### src/rtl/dma_write_scheduler_pkg.sv
// Shared definitions for the DMA write scheduler.
// Holds the scheduler state encoding, the write-engine address/length widths
// (shared with the write control block), the chunk counter width and the default
// completion timeout.
package dma_write_scheduler_pkg;

  localparam int unsigned DmaAddrWidth         = 32;
  localparam int unsigned DmaLenWidth          = 26;
  localparam int unsigned ChunkCntWidth        = 16;
  localparam int unsigned DefaultTimeoutCycles = 1048576;

  typedef enum logic [2:0] {
    StIdle,
    StWaitIdle,
    StIssue,
    StWaitIrq,
    StFinish
  } state_e;

endpackage

### src/rtl/dma_write_scheduler_if.sv
// Job-control and write-engine signal bundle for the DMA write scheduler.
//   master : the scheduler (drives engine commands and status)
//   slave  : the layer controller / write engine side
// Job control : start, abort, cfg_base_addr, cfg_chunk_bytes, cfg_stride, cfg_chunk_num
// Engine      : dma_da_config, dma_length_config, dma_write_valid, dma_write_idle,
//               dma_write_irq
// Status      : busy, done, error, chunks_done
interface dma_write_scheduler_if #(
  parameter int unsigned ADDR_WIDTH = dma_write_scheduler_pkg::DmaAddrWidth,
  parameter int unsigned LEN_WIDTH  = dma_write_scheduler_pkg::DmaLenWidth,
  parameter int unsigned CNT_WIDTH  = dma_write_scheduler_pkg::ChunkCntWidth
);

  logic                  start;
  logic                  abort;
  logic [ADDR_WIDTH-1:0] cfg_base_addr;
  logic [LEN_WIDTH-1:0]  cfg_chunk_bytes;
  logic [ADDR_WIDTH-1:0] cfg_stride;
  logic [CNT_WIDTH-1:0]  cfg_chunk_num;

  logic [ADDR_WIDTH-1:0] dma_da_config;
  logic [LEN_WIDTH-1:0]  dma_length_config;
  logic                  dma_write_valid;
  logic                  dma_write_idle;
  logic                  dma_write_irq;

  logic                  busy;
  logic                  done;
  logic                  error;
  logic [CNT_WIDTH-1:0]  chunks_done;

  modport master (
    input  start, abort, cfg_base_addr, cfg_chunk_bytes, cfg_stride, cfg_chunk_num,
    input  dma_write_idle, dma_write_irq,
    output dma_da_config, dma_length_config, dma_write_valid,
    output busy, done, error, chunks_done
  );

  modport slave (
    output start, abort, cfg_base_addr, cfg_chunk_bytes, cfg_stride, cfg_chunk_num,
    output dma_write_idle, dma_write_irq,
    input  dma_da_config, dma_length_config, dma_write_valid,
    input  busy, done, error, chunks_done
  );

endinterface

### src/rtl/dma_write_scheduler_timeout.sv
// Per-chunk completion watchdog.
//   clk_i, rst_ni : clock, asynchronous active-low reset
//   clear_i       : restart the count from zero (has priority over enable_i)
//   enable_i      : count this cycle
//   expired_o     : this is the TIMEOUT_CYCLES-th counted cycle; never set when
//                   TIMEOUT_CYCLES is 0
module dma_timeout_counter
  import dma_write_scheduler_pkg::*;
#(
  parameter int unsigned TIMEOUT_CYCLES = DefaultTimeoutCycles
) (
  input  logic clk_i,
  input  logic rst_ni,
  input  logic clear_i,
  input  logic enable_i,
  output logic expired_o
);

  localparam int unsigned CntW    = (TIMEOUT_CYCLES > 1) ? $clog2(TIMEOUT_CYCLES) : 1;
  localparam int unsigned LastVal = (TIMEOUT_CYCLES > 0) ? TIMEOUT_CYCLES - 1 : 0;
  localparam logic [CntW-1:0] Last = CntW'(LastVal);

  logic [CntW-1:0] count_q, count_d;

  always_comb begin
    count_d = count_q;
    if (clear_i) begin
      count_d = '0;
    end else if (enable_i && (count_q != Last)) begin
      count_d = count_q + CntW'(1);
    end
  end

  always_ff @(posedge clk_i or negedge rst_ni) begin
    if (!rst_ni) begin
      count_q <= '0;
    end else begin
      count_q <= count_d;
    end
  end

  // Count holds Last during the final counted cycle, so the owner acts on the same edge.
  assign expired_o = (TIMEOUT_CYCLES != 0) && enable_i && (count_q == Last);

endmodule

### src/rtl/dma_write_scheduler.sv
// DMA write scheduler: splits one output-store job into single-chunk write commands.
//   aclk, aresetn : clock, asynchronous active-low reset
//   bus (master)  : job start/abort and config in; engine address/length/valid out,
//                   engine idle/irq in; busy, done, sticky error and chunk progress out
// All outputs are registered. The command address/length registers double as the
// engine config outputs and only change at job start or between chunks.
module dma_write_scheduler
  import dma_write_scheduler_pkg::*;
#(
  parameter int unsigned ADDR_WIDTH     = DmaAddrWidth,
  parameter int unsigned LEN_WIDTH      = DmaLenWidth,
  parameter int unsigned CNT_WIDTH      = ChunkCntWidth,
  parameter int unsigned TIMEOUT_CYCLES = DefaultTimeoutCycles
) (
  input logic                   aclk,
  input logic                   aresetn,
  dma_write_scheduler_if.master bus
);

  state_e                state_q, state_d;
  logic [ADDR_WIDTH-1:0] da_q, da_d;
  logic [ADDR_WIDTH-1:0] stride_q, stride_d;
  logic [LEN_WIDTH-1:0]  len_q, len_d;
  logic [CNT_WIDTH-1:0]  num_q, num_d;
  logic [CNT_WIDTH-1:0]  chunks_q, chunks_d;
  logic                  valid_q, valid_d;
  logic                  busy_q, busy_d;
  logic                  done_q, done_d;
  logic                  error_q, error_d;

  logic tmr_clear, tmr_enable, tmr_expired;

  assign tmr_clear  = (state_q == StIssue);
  assign tmr_enable = (state_q == StWaitIrq) && !bus.dma_write_irq && !bus.abort;

  dma_timeout_counter #(
    .TIMEOUT_CYCLES(TIMEOUT_CYCLES)
  ) u_timeout (
    .clk_i    (aclk),
    .rst_ni   (aresetn),
    .clear_i  (tmr_clear),
    .enable_i (tmr_enable),
    .expired_o(tmr_expired)
  );

  always_comb begin
    state_d  = state_q;
    da_d     = da_q;
    stride_d = stride_q;
    len_d    = len_q;
    num_d    = num_q;
    chunks_d = chunks_q;
    busy_d   = busy_q;
    error_d  = error_q;
    valid_d  = 1'b0;
    done_d   = 1'b0;

    if ((state_q != StIdle) && bus.abort) begin
      // Abort beats everything, including a coincident irq; progress stays frozen.
      state_d = StIdle;
      busy_d  = 1'b0;
    end else begin
      unique case (state_q)
        StIdle: begin
          if (bus.start) begin
            da_d     = bus.cfg_base_addr;
            stride_d = bus.cfg_stride;
            len_d    = bus.cfg_chunk_bytes;
            num_d    = bus.cfg_chunk_num;
            chunks_d = '0;
            error_d  = 1'b0;
            busy_d   = 1'b1;
            if ((bus.cfg_chunk_num == '0) || (bus.cfg_chunk_bytes == '0)) begin
              state_d = StFinish;
            end else begin
              state_d = StWaitIdle;
            end
          end
        end
        StWaitIdle: begin
          if (bus.dma_write_idle) begin
            state_d = StIssue;
            valid_d = 1'b1;
          end
        end
        StIssue: begin
          // An irq here predates this command and is dropped.
          state_d = StWaitIrq;
        end
        StWaitIrq: begin
          if (bus.dma_write_irq) begin
            chunks_d = chunks_q + CNT_WIDTH'(1);
            if (chunks_d == num_q) begin
              state_d = StFinish;
            end else begin
              da_d    = da_q + stride_q;
              state_d = StWaitIdle;
            end
          end else if (tmr_expired) begin
            error_d = 1'b1;
            busy_d  = 1'b0;
            state_d = StIdle;
          end
        end
        StFinish: begin
          done_d  = 1'b1;
          busy_d  = 1'b0;
          state_d = StIdle;
        end
        default: begin
          state_d = StIdle;
          busy_d  = 1'b0;
        end
      endcase
    end
  end

  always_ff @(posedge aclk or negedge aresetn) begin
    if (!aresetn) begin
      state_q  <= StIdle;
      da_q     <= '0;
      stride_q <= '0;
      len_q    <= '0;
      num_q    <= '0;
      chunks_q <= '0;
      valid_q  <= 1'b0;
      busy_q   <= 1'b0;
      done_q   <= 1'b0;
      error_q  <= 1'b0;
    end else begin
      state_q  <= state_d;
      da_q     <= da_d;
      stride_q <= stride_d;
      len_q    <= len_d;
      num_q    <= num_d;
      chunks_q <= chunks_d;
      valid_q  <= valid_d;
      busy_q   <= busy_d;
      done_q   <= done_d;
      error_q  <= error_d;
    end
  end

  assign bus.dma_da_config     = da_q;
  assign bus.dma_length_config = len_q;
  assign bus.dma_write_valid   = valid_q;
  assign bus.busy              = busy_q;
  assign bus.done              = done_q;
  assign bus.error             = error_q;
  assign bus.chunks_done       = chunks_q;

endmodule

### src/flat_wrapper.sv
// flat-port wrapper written by rule: the top's interface ports become plain ports
module dma_write_scheduler_flat import dma_write_scheduler_pkg::*;
#(
  parameter int unsigned ADDR_WIDTH     = DmaAddrWidth,
  parameter int unsigned LEN_WIDTH      = DmaLenWidth,
  parameter int unsigned CNT_WIDTH      = ChunkCntWidth,
  parameter int unsigned TIMEOUT_CYCLES = DefaultTimeoutCycles
)
  (aclk, aresetn, bus_start, bus_abort, bus_cfg_base_addr, bus_cfg_chunk_bytes, bus_cfg_stride, bus_cfg_chunk_num, bus_dma_write_idle, bus_dma_write_irq, bus_dma_da_config, bus_dma_length_config, bus_dma_write_valid, bus_busy, bus_done, bus_error, bus_chunks_done);
  dma_write_scheduler_if #(.ADDR_WIDTH(ADDR_WIDTH), .LEN_WIDTH(LEN_WIDTH), .CNT_WIDTH(CNT_WIDTH)) bus_i ();
  input logic aclk;
  input logic aresetn;
  input wire logic [$bits(bus_i.start)-1:0] bus_start;
  input wire logic [$bits(bus_i.abort)-1:0] bus_abort;
  input wire logic [$bits(bus_i.cfg_base_addr)-1:0] bus_cfg_base_addr;
  input wire logic [$bits(bus_i.cfg_chunk_bytes)-1:0] bus_cfg_chunk_bytes;
  input wire logic [$bits(bus_i.cfg_stride)-1:0] bus_cfg_stride;
  input wire logic [$bits(bus_i.cfg_chunk_num)-1:0] bus_cfg_chunk_num;
  input wire logic [$bits(bus_i.dma_write_idle)-1:0] bus_dma_write_idle;
  input wire logic [$bits(bus_i.dma_write_irq)-1:0] bus_dma_write_irq;
  output wire logic [$bits(bus_i.dma_da_config)-1:0] bus_dma_da_config;
  output wire logic [$bits(bus_i.dma_length_config)-1:0] bus_dma_length_config;
  output wire logic [$bits(bus_i.dma_write_valid)-1:0] bus_dma_write_valid;
  output wire logic [$bits(bus_i.busy)-1:0] bus_busy;
  output wire logic [$bits(bus_i.done)-1:0] bus_done;
  output wire logic [$bits(bus_i.error)-1:0] bus_error;
  output wire logic [$bits(bus_i.chunks_done)-1:0] bus_chunks_done;
  assign bus_i.start = bus_start;
  assign bus_i.abort = bus_abort;
  assign bus_i.cfg_base_addr = bus_cfg_base_addr;
  assign bus_i.cfg_chunk_bytes = bus_cfg_chunk_bytes;
  assign bus_i.cfg_stride = bus_cfg_stride;
  assign bus_i.cfg_chunk_num = bus_cfg_chunk_num;
  assign bus_i.dma_write_idle = bus_dma_write_idle;
  assign bus_i.dma_write_irq = bus_dma_write_irq;
  assign bus_dma_da_config = bus_i.dma_da_config;
  assign bus_dma_length_config = bus_i.dma_length_config;
  assign bus_dma_write_valid = bus_i.dma_write_valid;
  assign bus_busy = bus_i.busy;
  assign bus_done = bus_i.done;
  assign bus_error = bus_i.error;
  assign bus_chunks_done = bus_i.chunks_done;
  dma_write_scheduler #(.ADDR_WIDTH(ADDR_WIDTH), .LEN_WIDTH(LEN_WIDTH), .CNT_WIDTH(CNT_WIDTH), .TIMEOUT_CYCLES(TIMEOUT_CYCLES)) u_core (.aclk(aclk), .aresetn(aresetn), .bus(bus_i));
endmodule
### config.mk
export PLATFORM = sky130hd
export DESIGN_NAME = dma_write_scheduler_flat
export DESIGN_NICKNAME = d
export VERILOG_FILES = /design/src/rtl/dma_write_scheduler_pkg.sv /design/src/rtl/dma_write_scheduler_if.sv /design/src/rtl/dma_write_scheduler_timeout.sv /design/src/rtl/dma_write_scheduler.sv /design/src/flat_wrapper.sv
export SDC_FILE = /design/constraint.sdc
export NUM_CORES = 1
export LEC_CHECK = 0
export BUFFER_PORTS_ARGS = -buffer_cell sky130_fd_sc_hd__buf_2
export CORE_MARGIN = 1
export CORE_UTILIZATION = 40
export CTS_CLUSTER_SIZE = 8
export DETAILED_ROUTE_END_ITERATION = 10
export SKIP_CTS_REPAIR_TIMING = 1
export SYNTH_ARGS = -nofsm -noshare
export SYNTH_HDL_FRONTEND = slang
export SYNTH_HIERARCHICAL = 1
export SYNTH_SLANG_ARGS = --single-unit
### constraint.sdc
create_clock -name aclk -period 3.45 [get_ports aclk]
set_input_delay 0.69 -clock aclk [delete_from_list [all_inputs] [get_ports aclk]]
set_output_delay 0.69 -clock aclk [all_outputs]
set_load 0.03 [all_outputs]
==> out/metrics.yaml, run 1 <==
routing:
  dr.pass1.iters: 6
  routed_via_density: 5.338
  drtIter0Drc: 462
  ant_nets: 0
  drt-wirelength-per-cell_microns: 16.48
  wl_microns: 24830
  drc: 0
  num_vias: 8044
clock_tree:
  clock_sinks: 149
  clockBufferDepth: 2
  cts_root_buf: "clkbuf_16"
  clk_pin_slew_ns: 0.07
  cts_tree: "yes"
  cts_buffers: 17
  clock_latency_ns: 0.43
  cts.htree.levels: 4
worst_setup_path:
  slowest_delay_ns: 0.40
  worst_path_max_delay_cell: "dfrtp_1"
  path_cells: "ha_1, inv_1, fa_1, nor2b_1, o21a_1, o21ai_0, o211ai_1, a21o_1, a21oi_1, o21ai_0, a211oi_1, xor2_1, o21ai_1"
  cp.arrival_ns: 3.55
  crit_family: "compound AO/OA/AOI/OAI gates"
  crit_fanout: 3
  path_buf_inv: 1
  crit_path_start_kind: "flop"
  crit_required_ns: 3.75
  path_class: "reg2reg"
  crit_path_end_kind: "flop"
  cp_common_cell: "o21ai_0"
sta:
  fin_crit_sh: 0.9428
  rsz0062_at_grt: "no"
  hold_violations: 0
  relSlewSlack: 0.3587
  tightest_slew_ns: 0.9609
  setup_tns_ns: 0
  min_period_ns: 3.253
  hold_slack_ns: 0.2583
  drv_slew: 0
  setup_viol: 0
  clock_skew_ns: 0.01000
  max_freq_ghz: 0.3074
yosys:
  ys_warn_count: 6
  yosys.area_share.xor_xnor: 0.04930
  synth_edf_count: 0
  synth-simple-area-share: 0.2717
  syn-num-nets: 1177
  syn-cell-area_sq_um: 8731
  synthArstFlopShare: 1.000
  postSynthCellCount: 1031
  ys_types: 72
  ys_ff_latch: 149
  synth_top_family_by_area: "simple AND/OR/NAND/NOR gates"
  ys_top_cells_by_area: "dfrtp_1 (43%), nand2_1 (12%), ha_1 (4.7%), a21oi_1 (4.1%), nor2_1 (2.6%)"
  yosysSeqAreaShare: 0.4271
  yosys.area_share.adder: 0.04958
  syn_avg_cell_area_sq_um: 8.468
  yosys.area.top_type: "dfrtp_1"
  synth.area.mux_share: 0.01433
  synth_compound_area_frac: 0.1549
  synthFlopType: "dfrtp_1"
  synth_top_area_share: 0.4271
floorplan:
  initial_core_util: 0.4114
  fp.coreArea_sq_um: 21220
  row_count: 53
  die-width_microns: 149.7
  die_h_microns: 149.7
  pin_count: 190
  dieArea_sq_um: 22420
place:
  port_buffers: 189
  place_congestion: 0.8455
  dp_hpwl_microns: 17650
finish:
  synthToLayoutAreaGrowth_pct: 21.85
  layout_commonest_cell: "nand2_1"
  layout-drive-gt1-share: 0.2299
  final_cell_mix: "nand2_1 (286), buf_2 (188), dfrtp_1 (149), a21oi_1 (71), nor2_1 (61)"
  fillers: 2138
  seqCellArea_sq_um: 3729
  nNetsFinal: 1364
  multi_input_comb_area_sq_um: 4728
hold_path:
  hp-class: "in2async"
grt:
  grt_pass1_vias: 7558
  antenna_found_initial: 1
  grt_max_degree: 78
  grt_first_pass_wirelength_microns: 38560
  grt_util_all_layers: 0.2204
  grt-ovfl-total: 0
power:
  total_power_mw: 10.26
  p_leak_nw: 5.299
  power_density_nw_per_um2: 964.3
  ir_drop_mv: 0.3549
status:
  outcome: "finished, final reports clean"
flow_run:
  maxCapViolations: 0
state kept, by name, summed over array words and instances, names as in the netlist, 3 cells and up:
register,flops
u_core/bus.chunks_done,16
u_core/bus.dma_da_config,32
u_core/bus.dma_length_config,26
u_core/num_q,16
u_core/state_q,3
u_core/stride_q,32
u_core/u_timeout/count_q,20
area by class of cell:
type                            count  share of cell area
Tap cell                          275             0.03234
Timing Repair Buffer              217              0.1104
Clock buffer                       17             0.03999
Sequential cell                   149              0.3505
Inverter                           15            0.005292
Multi-Input combinational cell    818              0.4444
Clock inverter                     15             0.01682
Antenna cell                        1           0.0002352
power breakdown:
part           switching (mW)  internal, mW
clock                   0.789          1.14
combinational            3.40          2.04
sequential              0.483          2.39
metrics by stage:
step / utilization / setup slack, ns / instance area [sq um] / instances
6_report: 0.5014 / 0.1974 / 10640 / 1507
5_1_grt: 0.5014 / 0.06481 / 10640 / 1507
4_1_cts: 0.5009 / 0.2109 / 10630 / 1505
3_5_place_dp: 0.4725 / 0.2437 / 10030 / 1473
3_3_place_gp: 0.4725 / 0.2823 / 10030 / 1473
2_1_floorplan: - / 0.5341 / 8731 / 1031
logic make-up after synthesis:
family,after synthesis
multiplexers,11
AND/OR/NAND/NOR,508
adder cells (fa/ha/maj),34
XOR/XNOR,46
flip-flops,149
AO/OA/AOI/OAI,218
buffers and inverters,65
cell usage after synthesis (3+ instances only):
master    count
nand2b_1     12
mux2_2        8
nand2_1     287
and2_1        7
o21bai_1      3
buf_1         5
buf_4         3
and3_1       15
inv_1        15
and4_1        4
a21oi_1      71
nor3_1       19
a21o_1       15
nand4_2       3
o21a_1        5
and3b_1       4
dfrtp_1     149
xor2_1       19
ha_1         33
nor2_1       61
buf_2         9
a21boi_1      4
or2_2         4
a31oi_1      22
o22ai_1       3
o21ai_1       3
a311oi_1      3
o211ai_1      9
or3_1         4
nor4_1       18
o31ai_1       9
nand3_1      22
buf_6         3
nor2b_1      15
a21boi_0      3
a22oi_1       4
o21ai_0      41
clkbuf_1     30
xnor2_1      25
a211oi_1      6
nand4_1      15
a41oi_1       3
routing by layer:
| metal | routed length [microns] | track usage | up-vias |
|---|---|---|---|
| met5 | 0 | 0 | - |
| met4 | 497 | 0.07929 | 0 |
| met3 | 1251 | 0.03902 | 33 |
| met2 | 11450 | 0.3465 | 208 |
| met1 | 11630 | 0.3033 | 3823 |
| li1 | - | - | 3980 |
path summary, 6_finish.rpt:
path                                            startpoint                               to  slack [ns]  cells past startpoint
max                            u_core/bus.dma_da_config[0]     u_core/bus.dma_da_config[24]        0.20                     13
min                                                aresetn              u_core/stride_q[14]        0.26                      1
max reg2reg                    u_core/bus.dma_da_config[0]     u_core/bus.dma_da_config[24]        0.20                     13
min reg2reg                u_core/bus.dma_length_config[7]  u_core/bus.dma_length_config[7]        0.47                      2
max in group asynchronous                          aresetn                  u_core/bus.busy        2.34                      2
min in group aclk                       bus_cfg_stride[13]              u_core/stride_q[13]        0.45                      3
No activity file was read; power rests on OpenSTA's default activity.
==> inputs of run 2 (changes only) <==
- CTS_BUF_LIST: not set -> sky130_fd_sc_hd__clkbuf_4
==> run 2 against run 1 <==
Effect of this change: total power down 7.2%; setup slack improved by 0.015 ns; final area shrank 2.8%; routed wire length fell by 0.25%; clock power down 37%; critical endpoint unchanged; highest routed layer unchanged; first-iteration DRC count is 21% higher; utilization shrank 1.4 points; via count hardly changed; count of clock-buffer cells in the layout unchanged.
==> out/metrics.yaml, run 2 (same netlist as run 1, synthesis figures left out) <==
routing:
  ant_nets: 0  # unchanged
  num_vias: 8051  # +0.087%
  drc: 0  # unchanged
  wl_microns: 24770  # -0.25%
  dr.pass1.iters: 5  # -1
  routed_via_density: 5.335  # about the same
  drtIter0Drc: 561  # +21%
  drt-wirelength-per-cell_microns: 16.41  # -0.38%
grt:
  grt-ovfl-total: 0  # unchanged
  grt_max_degree: 78  # unchanged
  grt_util_all_layers: 0.2194  # -0.001069
  grt_pass1_vias: 7539  # -0.25%
  grt_first_pass_wirelength_microns: 38440  # -0.32%
  antenna_found_initial: 3  # +2
sta:
  max_freq_ghz: 0.3089  # +0.47%
  tightest_slew_ns: 0.9692  # +0.008322 ns
  min_period_ns: 3.237  # -0.01513 ns
  hold_violations: 0  # unchanged
  relSlewSlack: 0.3532  # -0.005554
  setup_tns_ns: 0  # unchanged
  rsz0062_at_grt: "no"
  hold_slack_ns: 0.09460  # -0.1637 ns
  clock_skew_ns: 0.01652  # +0.006515 ns
  setup_viol: 0  # unchanged
  drv_slew: 0  # unchanged
  fin_crit_sh: 0.9384  # -0.004386
place:
  postPlaceCellArea_sq_um: 10030  # unchanged
  port_buffers: 189  # unchanged
  place_congestion: 0.8455  # unchanged
  dp_hpwl_microns: 17650  # unchanged
floorplan:
  pin_count: 190  # unchanged
  fp.coreArea_sq_um: 21220  # unchanged
  die_h_microns: 149.7  # unchanged
  row_count: 53  # unchanged
  dieArea_sq_um: 22420  # unchanged
  die-width_microns: 149.7  # unchanged
  initial_core_util: 0.4114  # unchanged
finish:
  design_area_sq_um: 10350  # -2.8%
  synthToLayoutAreaGrowth_pct: 18.50
  nNetsFinal: 1364  # unchanged
  layout_commonest_cell: "nand2_1"
  layout-drive-gt1-share: 0.2299  # unchanged
  final_cell_mix: "nand2_1 (286), buf_2 (188), dfrtp_1 (149), a21oi_1 (71), nor2_1 (61)"
hold_path:
  hp-class: "in2async"
clock_tree:
  cts_tree: "yes"
  cts.htree.levels: 4  # unchanged
  clk_pin_slew_ns: 0.13  # +0.06 ns
  clock_sinks: 149  # unchanged
  cts_root_buf: "clkbuf_4"
  clockBufferDepth: 2  # unchanged
  clock_latency_ns: 0.56  # +0.13 ns
  cts_buffers: 17  # unchanged
worst_setup_path:
  cp_common_cell: "o21ai_0"
  r2r_setup_slack_ns: 0.21  # +0.02 ns
  crit_required_ns: 3.90  # +0.15 ns
  reg2reg_from: "u_core/bus.dma_da_config[0]"
  worst_path_max_delay_cell: "dfrtp_1"
  path_cells: "ha_1, inv_1, fa_1, nor2b_1, o21a_1, o21ai_0, o211ai_1, a21o_1, a21oi_1, o21ai_0, a211oi_1, xor2_1, o21ai_1"
  cp.arrival_ns: 3.69  # +0.14 ns
  crit_path_start_kind: "flop"
  crit_path_end_kind: "flop"
  slowest_delay_ns: 0.42  # +0.02 ns
  r2r-end: "u_core/bus.dma_da_config[24]"
  path_class: "reg2reg"
  ff2ff_path_depth: 13  # unchanged
  crit_fanout: 3  # unchanged
power:
  power_density_nw_per_um2: 919.7  # -4.6%
  p_leak_nw: 5.168  # -2.5%
  ir_drop_mv: 0.3217  # -9.4%
flow_run:
  maxCapViolations: 0  # unchanged
status:
  outcome: "finished, final reports clean"
-- run 2: cell types whose count changed in the layout (fill, tap and decap cells not counted) --
cell,delta
diode_2,+2
clkbuf_4,+17
clkbuf_16,-17
-- run 2: worst max path at each step --
stage / from / endpoint / slack [ns] / depth (start not counted)
CTS: u_core/bus.chunks_done[1] / u_core/bus.dma_da_config[31] / 0.19 / 11
global route: u_core/bus.dma_da_config[0] / u_core/bus.dma_da_config[24] / 0.03 / 13
finish: u_core/bus.dma_da_config[0] / u_core/bus.dma_da_config[24] / 0.21 / 13
global placement: u_core/bus.chunks_done[1] / u_core/bus.dma_da_config[31] / 0.28 / 11
detailed placement: u_core/bus.chunks_done[1] / u_core/bus.dma_da_config[31] / 0.24 / 11
floorplan: u_core/state_q[0] / u_core/state_q[1] / 0.53 / 12
-- run 2: layout make-up --
cell class / count / area, sq um
well taps: 275 / 344.1
fillers: 2173 / 10870
repair buffers: 217 / 1175
clock buffers: 17 / 127.6
multi-input cells: 818 / 4728
diodes: 3 / 7.507
clock inverters: 15 / 178.9
inverters: 15 / 56.30
flip-flops and latches: 149 / 3729
-- run 2: through the flow --
stage               utilization  power, mW  cells  worst slack, ns
CTS                      0.4869      9.544   1505           0.1908
finish                   0.4876      9.516   1509           0.2125
global route             0.4876      10.34   1509          0.03357
floorplan                     -      6.924   1031           0.5341
global placement         0.4725      8.238   1473           0.2823
detailed placement       0.4725      8.288   1473           0.2437
-- run 2: worst max-delay path, delay by kind of cell, from the launching register on --
kind | cells | cell delay, ns
flops | 1 | 0.42
xor+xnor | 1 | 0.20
buf+inv | 1 | 0.07
simple gates | 1 | 0.07
compound gates | 8 | 1.97
fa+ha+maj | 2 | 0.41
-- run 2: layer usage --
metal  track usage  share of wire  up-vias
met2        0.3470           0.46      212
met3       0.04238          0.055       23
met5             0              0        -
met1        0.3032           0.47     3836
li1              -              -     3980
met4       0.06465          0.016        0
-- run 2: report_power, final --
| part | internal, mW | switching, mW |
|---|---|---|
| logic | 2.04 | 3.40 |
| registers | 2.38 | 0.482 |
| clock network | 0.506 | 0.700 |
==> inputs of run 3 (changes only) <==
- RECOVER_POWER: not set -> 50
==> run 3 against run 2 <==
Effect of this change: the flow now finishes with violations (max-capacitance violations, max-slew violations); setup slack better by 0.013 ns; routed wire length about the same; combinational power down 1%; cell count unchanged; via count about the same; sequential cell count unchanged; sequential share of layout area up 0.26 points; critical endpoint unchanged; largest cell class unchanged.
==> out/metrics.yaml, run 3 (same netlist as run 1, synthesis figures left out) <==
worst_setup_path:
  crit_family: "compound AO/OA/AOI/OAI gates"
  cp_num_cells: 13  # unchanged
  slowest_delay_ns: 0.42  # about the same
  path_class: "reg2reg"
  crit_path_end_kind: "flop"
  crit_fanout: 3  # unchanged
  cp.arrival_ns: 3.67  # -0.02 ns
  crit_path_start_kind: "flop"
  path_buf_inv: 1  # unchanged
  cp_common_cell: "o21ai_0"
  worst_path_max_delay_cell: "dfrtp_1"
  ff2ff_path_depth: 13  # unchanged
  path_cells: "ha_1, inv_1, fa_1, nor2b_1, o21a_1, o21ai_0, o211ai_1, a21o_1, a21oi_1, o21ai_0, a211oi_1, xor2_1, o21ai_1"
  crit_required_ns: 3.89  # about the same
clock_tree:
  clk_pin_slew_ns: 0.14  # about the same
  clock_sinks: 149  # unchanged
  cts_root_buf: "clkbuf_4"
  cts_tree: "yes"
  clock_latency_ns: 0.56  # about the same
  cts_buffers: 17  # unchanged
  clockBufferDepth: 2  # unchanged
  cts.htree.levels: 4  # unchanged
grt:
  grt_max_degree: 78  # unchanged
  grt_pass1_vias: 7539  # unchanged
  grt_first_pass_wirelength_microns: 38440  # unchanged
  antenna_found_initial: 3  # unchanged
  grt-ovfl-total: 0  # unchanged
  grt_util_all_layers: 0.2194  # unchanged
routing:
  wl_microns: 24780  # about the same
  num_vias: 8045  # -0.075%
  drt-wirelength-per-cell_microns: 16.42  # about the same
  drc: 0  # unchanged
  dr.pass1.iters: 7  # +2
  routed_via_density: 5.331  # about the same
  drtIter0Drc: 533  # -5.0%
  ant_nets: 0  # unchanged
sta:
  max_freq_ghz: 0.3102  # +0.42%
  rsz0062_at_grt: "no"
  drv_slew: 66  # +66
  tightest_slew_ns: 1.707  # +0.7378 ns
  min_period_ns: 3.224  # -0.01341 ns
  setup_tns_ns: 0  # unchanged
  setup_viol: 0  # unchanged
  clock_skew_ns: 0.01558  # -0.0009318 ns
  fin_crit_sh: 0.9345  # -0.003888
  hold_violations: 0  # unchanged
  relSlewSlack: -0.1380  # -0.4912
  hold_slack_ns: 0.3146  # +0.2200 ns
finish:
  layout_commonest_cell: "nand2_1"
  design_area_sq_um: 10270  # -0.71%
  layout-drive-gt1-share: 0.1990  # -0.03087
  nNetsFinal: 1364  # unchanged
  synthToLayoutAreaGrowth_pct: 17.66
  final_cell_mix: "nand2_1 (286), buf_2 (151), dfrtp_1 (149), a21oi_1 (71), nor2_1 (61)"
power:
  p_leak_nw: 5.041  # -2.5%
  ir_drop_mv: 0.3223  # +0.18%
  power_density_nw_per_um2: 921.0  # +0.14%
place:
  dp_hpwl_microns: 17650  # unchanged
  port_buffers: 189  # unchanged
  place_congestion: 0.8455  # unchanged
  postPlaceCellArea_sq_um: 10030  # unchanged
status:
  violations: "max-capacitance violations, max-slew violations"
  outcome: "finished, violations left"
hold_path:
  hp-class: "in2reg"
  whs_path_depth: 3
floorplan:
  fp.coreArea_sq_um: 21220  # unchanged
  die_h_microns: 149.7  # unchanged
  dieArea_sq_um: 22420  # unchanged
  die-width_microns: 149.7  # unchanged
  row_count: 53  # unchanged
  initial_core_util: 0.4114  # unchanged
  pin_count: 190  # unchanged
flow_run:
  maxCapViolations: 1  # +1
==> run 3: cell count changes in the layout (fill, tap and decap cells not counted), sizes merged <==
cell,change
clkbuf,+41
buf,-41
==> run 3: worst reg2reg max path, stage by stage, from the launching register on <==
cell	delay, ns
dfrtp_1	0.42
ha_1	0.23
inv_1	0.07
fa_1	0.18
nor2b_1	0.07
o21a_1	0.17
o21ai_0	0.33
o211ai_1	0.27
a21o_1	0.24
a21oi_1	0.33
o21ai_0	0.24
a211oi_1	0.29
xor2_1	0.20
o21ai_1	0.09
==> run 3: worst paths after layout <==
| check | start | end | slack (ns) |
|---|---|---|---|
| worst max register to register | u_core/bus.dma_da_config[0] | u_core/bus.dma_da_config[24] | 0.23 |
| worst min-delay path | bus_cfg_stride[13] | u_core/stride_q[13] | 0.31 |
| worst min register to register | u_core/bus.dma_length_config[7] | u_core/bus.dma_length_config[7] | 0.49 |
| min in group asynchronous | aresetn | u_core/stride_q[14] | 0.54 |
| max in group asynchronous | aresetn | u_core/num_q[11] | 1.10 |
| worst max-delay path | u_core/bus.dma_da_config[0] | u_core/bus.dma_da_config[24] | 0.23 |
==> run 3: area by class of cell <==
| class | count | area [sq um] |
|---|---|---|
| diodes | 3 | 7.507 |
| clock buffers | 17 | 127.6 |
| clock inverters | 15 | 178.9 |
| fillers | 2185 | 10950 |
| inverters | 15 | 56.30 |
| multi-input cells | 818 | 4728 |
| flip-flops and latches | 149 | 3729 |
| well taps | 275 | 344.1 |
| repair buffers | 217 | 1101 |
==> run 3: report_power, final <==
part,switching (mW),internal [mW],total (mW)
sequential,0.489,2.39,2.87
clock,0.698,0.506,1.20
combinational,3.40,1.99,5.38
==> run 3: per-stage QoR <==
step,instances,setup slack [ns],power [mW],utilization
3_5_place_dp,1473,0.2437,8.288,0.4725
3_3_place_gp,1473,0.2823,8.238,0.4725
5_1_grt,1509,0.03357,10.29,0.4841
4_1_cts,1505,0.1908,9.544,0.4869
2_1_floorplan,1031,0.5341,6.924,-
6_report,1509,0.2259,9.461,0.4841
==> run 3: routing by layer <==
metal	wire [microns]	GRT usage	up-vias
met5	0	0	-
met4	400	0.06465	0
met3	1241	0.04238	23
met2	11450	0.3470	205
met1	11690	0.3032	3838
li1	-	-	3979
